## src/rtl/diff_to_gray_encoder_seq.sv

```systemverilog
// diff_to_gray_encoder_seq
//
// Builds a running gray-code state from a stream of one-hot select words and
// emits it once per accepted step. Steps are grouped into frames of FRAME_LEN
// steps. Each frame begins with a start pulse.
//
// Select word encoding: bit 0 = no change; bit k = toggle gray bit k-1.
//
// Ports:
//   clk           clock, rising edge
//   rst_n         asynchronous active-low reset
//   in_start      frame start / restart pulse (wins over in_valid)
//   in_valid      select word valid
//   in_sel_TP     one-hot select word
//   out_ready     high while a frame is running (registered state decode)
//   out_GC        registered gray-code state
//   out_GC_valid  pulse one cycle after each accepted step
//   out_err       pulse with out_GC_valid when the accepted word was not one-hot
//   out_done      pulse with out_GC_valid for the last step of a frame
//   out_step_cnt  accepted steps in the current frame
//   out_chk_err   self-check mismatch pulse (0 unless the option is enabled)
//
// Optional feature macro: GRAY_ENC_SELFCHECK_EN
//   When defined, the register update is re-checked. The change in out_GC is
//   re-encoded to a select word and compared with the accepted word.
module diff_to_gray_encoder_seq #(
    parameter int unsigned GC_LEN     = 2,
    parameter int unsigned SEL_LENGTH = 3,
    parameter int unsigned FRAME_LEN  = 4,
    parameter int unsigned CNT_W      = 3
) (
    input  logic                  clk,
    input  logic                  rst_n,
    input  logic                  in_start,
    input  logic                  in_valid,
    input  logic [SEL_LENGTH-1:0] in_sel_TP,
    output logic                  out_ready,
    output logic [GC_LEN-1:0]     out_GC,
    output logic                  out_GC_valid,
    output logic                  out_err,
    output logic                  out_done,
    output logic [CNT_W-1:0]      out_step_cnt,
    output logic                  out_chk_err
);

    typedef enum logic [0:0] {StIdle, StRun} state_e;

    state_e            state_q;
    logic [GC_LEN-1:0] gc_q;
    logic [CNT_W-1:0]  cnt_q;
    logic              valid_q;
    logic              err_q;
    logic              done_q;

    logic accept;
    logic legal;
    logic last_step;

    assign out_ready = (state_q == StRun);

    // A start in the same cycle drops the word.
    assign accept    = out_ready & in_valid & ~in_start;
    // Exactly one bit set: non-zero, and clearing the lowest set bit gives zero.
    assign legal     = (|in_sel_TP) && ((in_sel_TP & (in_sel_TP - 1'b1)) == '0);
    assign last_step = (cnt_q == CNT_W'(FRAME_LEN - 1));

    always_ff @(posedge clk or negedge rst_n) begin
        if (!rst_n) begin
            state_q <= StIdle;
            gc_q    <= '0;
            cnt_q   <= '0;
            valid_q <= 1'b0;
            err_q   <= 1'b0;
            done_q  <= 1'b0;
        end else begin
            valid_q <= 1'b0;
            err_q   <= 1'b0;
            done_q  <= 1'b0;
            unique case (state_q)
                StIdle: begin
                    if (in_start) begin
                        state_q <= StRun;
                        gc_q    <= '0;
                        cnt_q   <= '0;
                    end
                end
                StRun: begin
                    if (in_start) begin
                        gc_q  <= '0;
                        cnt_q <= '0;
                    end else if (accept) begin
                        valid_q <= 1'b1;
                        err_q   <= ~legal;
                        // Bit 0 contributes nothing, so a no-change word XORs zero.
                        if (legal) gc_q <= gc_q ^ in_sel_TP[SEL_LENGTH-1:1];
                        cnt_q <= cnt_q + 1'b1;
                        if (last_step) begin
                            done_q  <= 1'b1;
                            state_q <= StIdle;
                        end
                    end
                end
                default: state_q <= StIdle;
            endcase
        end
    end

    assign out_GC       = gc_q;
    assign out_GC_valid = valid_q;
    assign out_err      = err_q;
    assign out_done     = done_q;
    assign out_step_cnt = cnt_q;

`ifdef GRAY_ENC_SELFCHECK_EN
    // Keep the pre-update state and the accepted word. The check then uses the
    // register contents after the update, not the value computed for the write.
    logic [GC_LEN-1:0]     prev_q;
    logic [SEL_LENGTH-1:0] sel_q;
    logic [GC_LEN-1:0]     diff;
    logic [SEL_LENGTH-1:0] resel;

    always_ff @(posedge clk or negedge rst_n) begin
        if (!rst_n) begin
            prev_q <= '0;
            sel_q  <= '0;
        end else if (accept) begin
            prev_q <= gc_q;
            sel_q  <= in_sel_TP;
        end
    end

    // Decoder equations: bit k set when diff is exactly gray bit k-1, and
    // bit 0 set otherwise (including a multi-bit diff).
    always_comb begin
        diff  = prev_q ^ gc_q;
        resel = '0;
        for (int k = 1; k < int'(SEL_LENGTH); k++) begin
            resel[k] = (diff == (GC_LEN'(1) << (k - 1)));
        end
        resel[0] = ~|resel[SEL_LENGTH-1:1];
    end

    assign out_chk_err = valid_q & ~err_q & (resel != sel_q);
`else
    assign out_chk_err = 1'b0;
`endif

endmodule

```

## config.mk

```make
export PLATFORM = sky130hd
export DESIGN_NAME = diff_to_gray_encoder_seq
export DESIGN_NICKNAME = d
export VERILOG_FILES = /design/src/rtl/diff_to_gray_encoder_seq.sv
export SDC_FILE = /design/constraint.sdc
export NUM_CORES = 1
export LEC_CHECK = 0
export CAP_MARGIN = 20
export CORE_AREA = 2 2 39 41
export DETAILED_ROUTE_END_ITERATION = 6
export DIE_AREA = 0 0 41 43
export HOLD_SLACK_MARGIN = 0.1
export PLACE_DENSITY = 0.7
export REMOVE_ABC_BUFFERS = 1
export SYNTH_ARGS = -nofsm -noshare
export SYNTH_HDL_FRONTEND = slang
export SYNTH_SLANG_ARGS = --single-unit
```

## constraint.sdc

```tcl
create_clock -name clk -period 1.45 [get_ports clk]
set_input_delay 0.2175 -clock clk [delete_from_list [all_inputs] [get_ports clk]]
set_output_delay 0.2175 -clock clk [all_outputs]
set_load 0.05 [all_outputs]
```

==> reports/qor.log <==
qor: outcome.run_status finished clean
qor: floorplanning.die-width 41 µm
qor: critical_path.critical_path_arrival 1.45 ns
qor: drt.detailedRoute.firstIterationViolations 1
qor: clock_network.clock-sinks 9
qor: finish.area.sequential 225 µm²
qor: placed_design.final_weighted_congestion_in_routability_driven_placement 0.708
qor: sta.report.final.slew_viol_count 0
qor: floorplanning.coreArea 1380 µm²
qor: worst_hold_path.min-delay-path-class in -> async
qor: drt.via_per_instance_ratio 4.63
qor: floorplanning.fp.dieArea 1760 µm²
qor: clock_network.cts_hold_buf 0
qor: finish.commonest_cells_after_routing_fill_and_taps_aside sky130_fd_sc_hd__dfrtp_1, sky130_fd_sc_hd__buf_4, sky130_fd_sc_hd__clkdlybuf4s50_1, sky130_fd_sc_hd__buf_12, sky130_fd_sc_hd__nor2_1
qor: drt.final_routed_drc_violation_total 0
qor: clock_network.clk_latency 0.25 ns
qor: finish.antenna-diode-count 0
qor: finish.nNetsFinal 72
qor: pwr.pwr_density_cell 895 nW/µm²
qor: yosys.synth.yosys.seq_area_share 0.517
qor: clock_network.clock_transition_at_the_registers_of_the_reported_paths 0.06 ns
qor: finish.syn2layout_area_growth 64.9%
qor: critical_path.critical_path.slowest_cell sky130_fd_sc_hd__dfrtp_1
qor: drt.routed_wire_length_per_instance 11.0 µm
qor: yosys.synth_seq_cells 9
qor: sta.fin_worst_skew 0.00102 ns
qor: clock_network.ctsRootBufferMaster sky130_fd_sc_hd__clkbuf_4
qor: yosys.number_of_instances_in_the_synthesized_netlist 39
qor: critical_path.timing.critical_path.slowest_cell_delay 0.44 ns
qor: finish.drive_above_1_share 0.323
qor: sta.layout_worst_path_cycle_share 0.897
qor: sta.fin_tns_setup 0 ns
qor: sta.setup_viol 0
qor: critical_path.worstPathRequired 1.60 ns
qor: critical_path.critical_path.cell_chain ha_1 -> ha_1 -> a311oi_1
qor: placed_design.dp_worst_setup_slack -0.0738 ns
qor: yosys.synth-warning-count 0
qor: floorplanning.ios 17
qor: global_route.global_route.usage.total 0.131
qor: placed_design.dp.cells 74
qor: sta.hold_viol 0
qor: yosys.post_synth_instance_area 435 µm²
qor: yosys.synth_largest_area_cell sky130_fd_sc_hd__dfrtp_1
qor: finish.finalCoreUtilization 0.519
qor: yosys.synth_largest_type_area_fraction 0.517
qor: yosys.post_synth_num_cell_types 21
qor: global_route.first_pass_grt_wire_length 1.57 mm
qor: drt.drt-total-wl 856 µm
qor: critical_path.critPathTopFamily adder cells
qor: placed_design.place.port_buffers 15
qor: floorplanning.core.rowCount 14
qor: clock_network.htreeDepth 1
qor: critical_path.critical_path_peak_fanout 3
qor: sta.fmax 769 MHz
qor: clock_network.cts_post_setup_buffers_inserted 0
qor: critical_path.cp-end-kind flip-flop
qor: sta.grt_setup_unrepaired no
qor: global_route.first_global_vias 397
qor: drt.drt_pass1_iterations 2
qor: floorplanning.floorplan.initialDensity 0.315
qor: critical_path.crit_top_cell sky130_fd_sc_hd__ha_1
qor: floorplanning.die-height 43 µm
qor: pwr.leakagePower 0.335 nW
qor: clock_network.cts_made_buffers 3
qor: yosys.yosys-top-cells-area sky130_fd_sc_hd__dfrtp_1, sky130_fd_sc_hd__ha_1, sky130_fd_sc_hd__nor4b_4
qor: finish.multi_input_combinational_cell_area 195 µm²
qor: placed_design.postPlaceCellArea 692 µm²
qor: drt.final_antenna_net_count 0
qor: drt.routed-via-count 361
qor: clock_network.cts_repair_resize_count 0
qor: placed_design.hpwlAfterDp 678 µm
qor: global_route.gr-total-overflow 0
qor: flow_run.max_cap_violations 0
qor: finish.stdcell_area 718 µm²
qor: sta.slack_of_the_critical_path 0.149 ns
qor: global_route.grt_start_max_net_pins 11
qor: finish.layout_filler_cell_count 132
qor: yosys.syn_avg_cell_area 11.2 µm²
qor: critical_path.crit_buf_inv 0
qor: clock_network.cts_tree done
qor: critical_path.critical_path.startpoint_type flip-flop
qor: clock_network.cts_max_path_buffers 2
qor: finish.post_layout_nonfiller_instances 78
qor: sta.finalWorstPathRequiredPeriod 1.30 ns
qor: global_route.initial_antenna_violation_count 0
qor: pwr.worst_ir_drop_vdd 419 µV
qor: critical_path.critPathKind reg -> reg
## cells by family after synthesis
logic type               after synthesis  share of synthesized area
buffers and inverters                  3                     0.0345
flip-flops                             9                      0.517
AO/OA/AOI/OAI                          4                     0.0604
XOR/XNOR                               2                     0.0402
AND/OR/NAND/NOR                       16                      0.230
other                                  1                    0.00861
adder cells (fa/ha/maj)                2                     0.0575
multiplexers                           2                     0.0517
## final timing paths
kind / start / to / slack, ns / cells after the start
worst min register to register: out_step_cnt[1] / out_step_cnt[1] / 0.59 / 2
worst max register to register: out_step_cnt[0] / out_step_cnt[2] / 0.15 / 3
worst max-delay path: out_step_cnt[0] / out_step_cnt[2] / 0.15 / 3
max in group asynchronous: rst_n / out_GC[1] / 0.90 / 1
worst min-delay path: rst_n / out_done / 0.26 / 1
min in group clk: out_step_cnt[1] / out_step_cnt[1] / 0.59 / 2
## report_power, final
| part | internal (W) | total (W) | switching, W |
|---|---|---|---|
| registers | 0.000264 | 0.000278 | 0.0000142 |
| logic | 0.0000835 | 0.000176 | 0.0000926 |
| clock network | 0.000106 | 0.000188 | 0.0000826 |
| total | 0.000453 | 0.000643 | 0.000189 |
## layer usage
metal	up-vias	wire length [µm]	GRT usage
met5	-	0	0
met4	0	0	0.0600
met3	0	86	0.0366
met2	14	442	0.209
met1	172	327	0.153
li1	175	-	-
## final cells by class
| cell class | instances | area share |
|---|---|---|
| multi-input combinational | 27 | 0.272 |
| tap | 16 | 0.0279 |
| inverter | 1 | 0.00523 |
| clock buffer | 4 | 0.0366 |
| sequential | 9 | 0.314 |
| timing repair buffer | 21 | 0.345 |
## through the flow
step	hold WS, ns	power, W
finish	0.261	0.000643
CTS	0.272	0.000649
global placement	0.538	0.000457
floorplan	-0.0781	0.000361
detailed placement	0.545	0.000461
global route	0.288	0.000677
## synth_stat cells
library cell               instances
sky130_fd_sc_hd__nand2_2           1
sky130_fd_sc_hd__nand2_1           2
sky130_fd_sc_hd__nor3b_1           1
sky130_fd_sc_hd__mux2_1            2
sky130_fd_sc_hd__nor2b_1           3
sky130_fd_sc_hd__ha_1              2
sky130_fd_sc_hd__a21o_1            1
sky130_fd_sc_hd__nand3_1           1
sky130_fd_sc_hd__clkbuf_1          1
sky130_fd_sc_hd__xnor2_1           1
sky130_fd_sc_hd__xor2_1            1
sky130_fd_sc_hd__and2_1            1
sky130_fd_sc_hd__nor4_1            1
sky130_fd_sc_hd__conb_1            1
sky130_fd_sc_hd__inv_1             1
sky130_fd_sc_hd__buf_4             1
sky130_fd_sc_hd__dfrtp_1           9
sky130_fd_sc_hd__nor2_1            5
sky130_fd_sc_hd__nor4b_4           1
sky130_fd_sc_hd__a21oi_1           2
sky130_fd_sc_hd__a311oi_1          1
## registers in the layout (all words and copies together), names as in the netlist
name and flops:
out_done 1, out_err 1, out_step_cnt 3, out_GC 2, out_GC_valid 1, out_ready 1
## worst reg2reg max path: cells and delay by family, from the launching register on
kind	cells	cell delay (ns)
adder cells (fa/ha/maj)	2	0.50
flip-flops	1	0.44
AO/OA/AOI/OAI	1	0.27
Power figures use the tool's default switching activity.
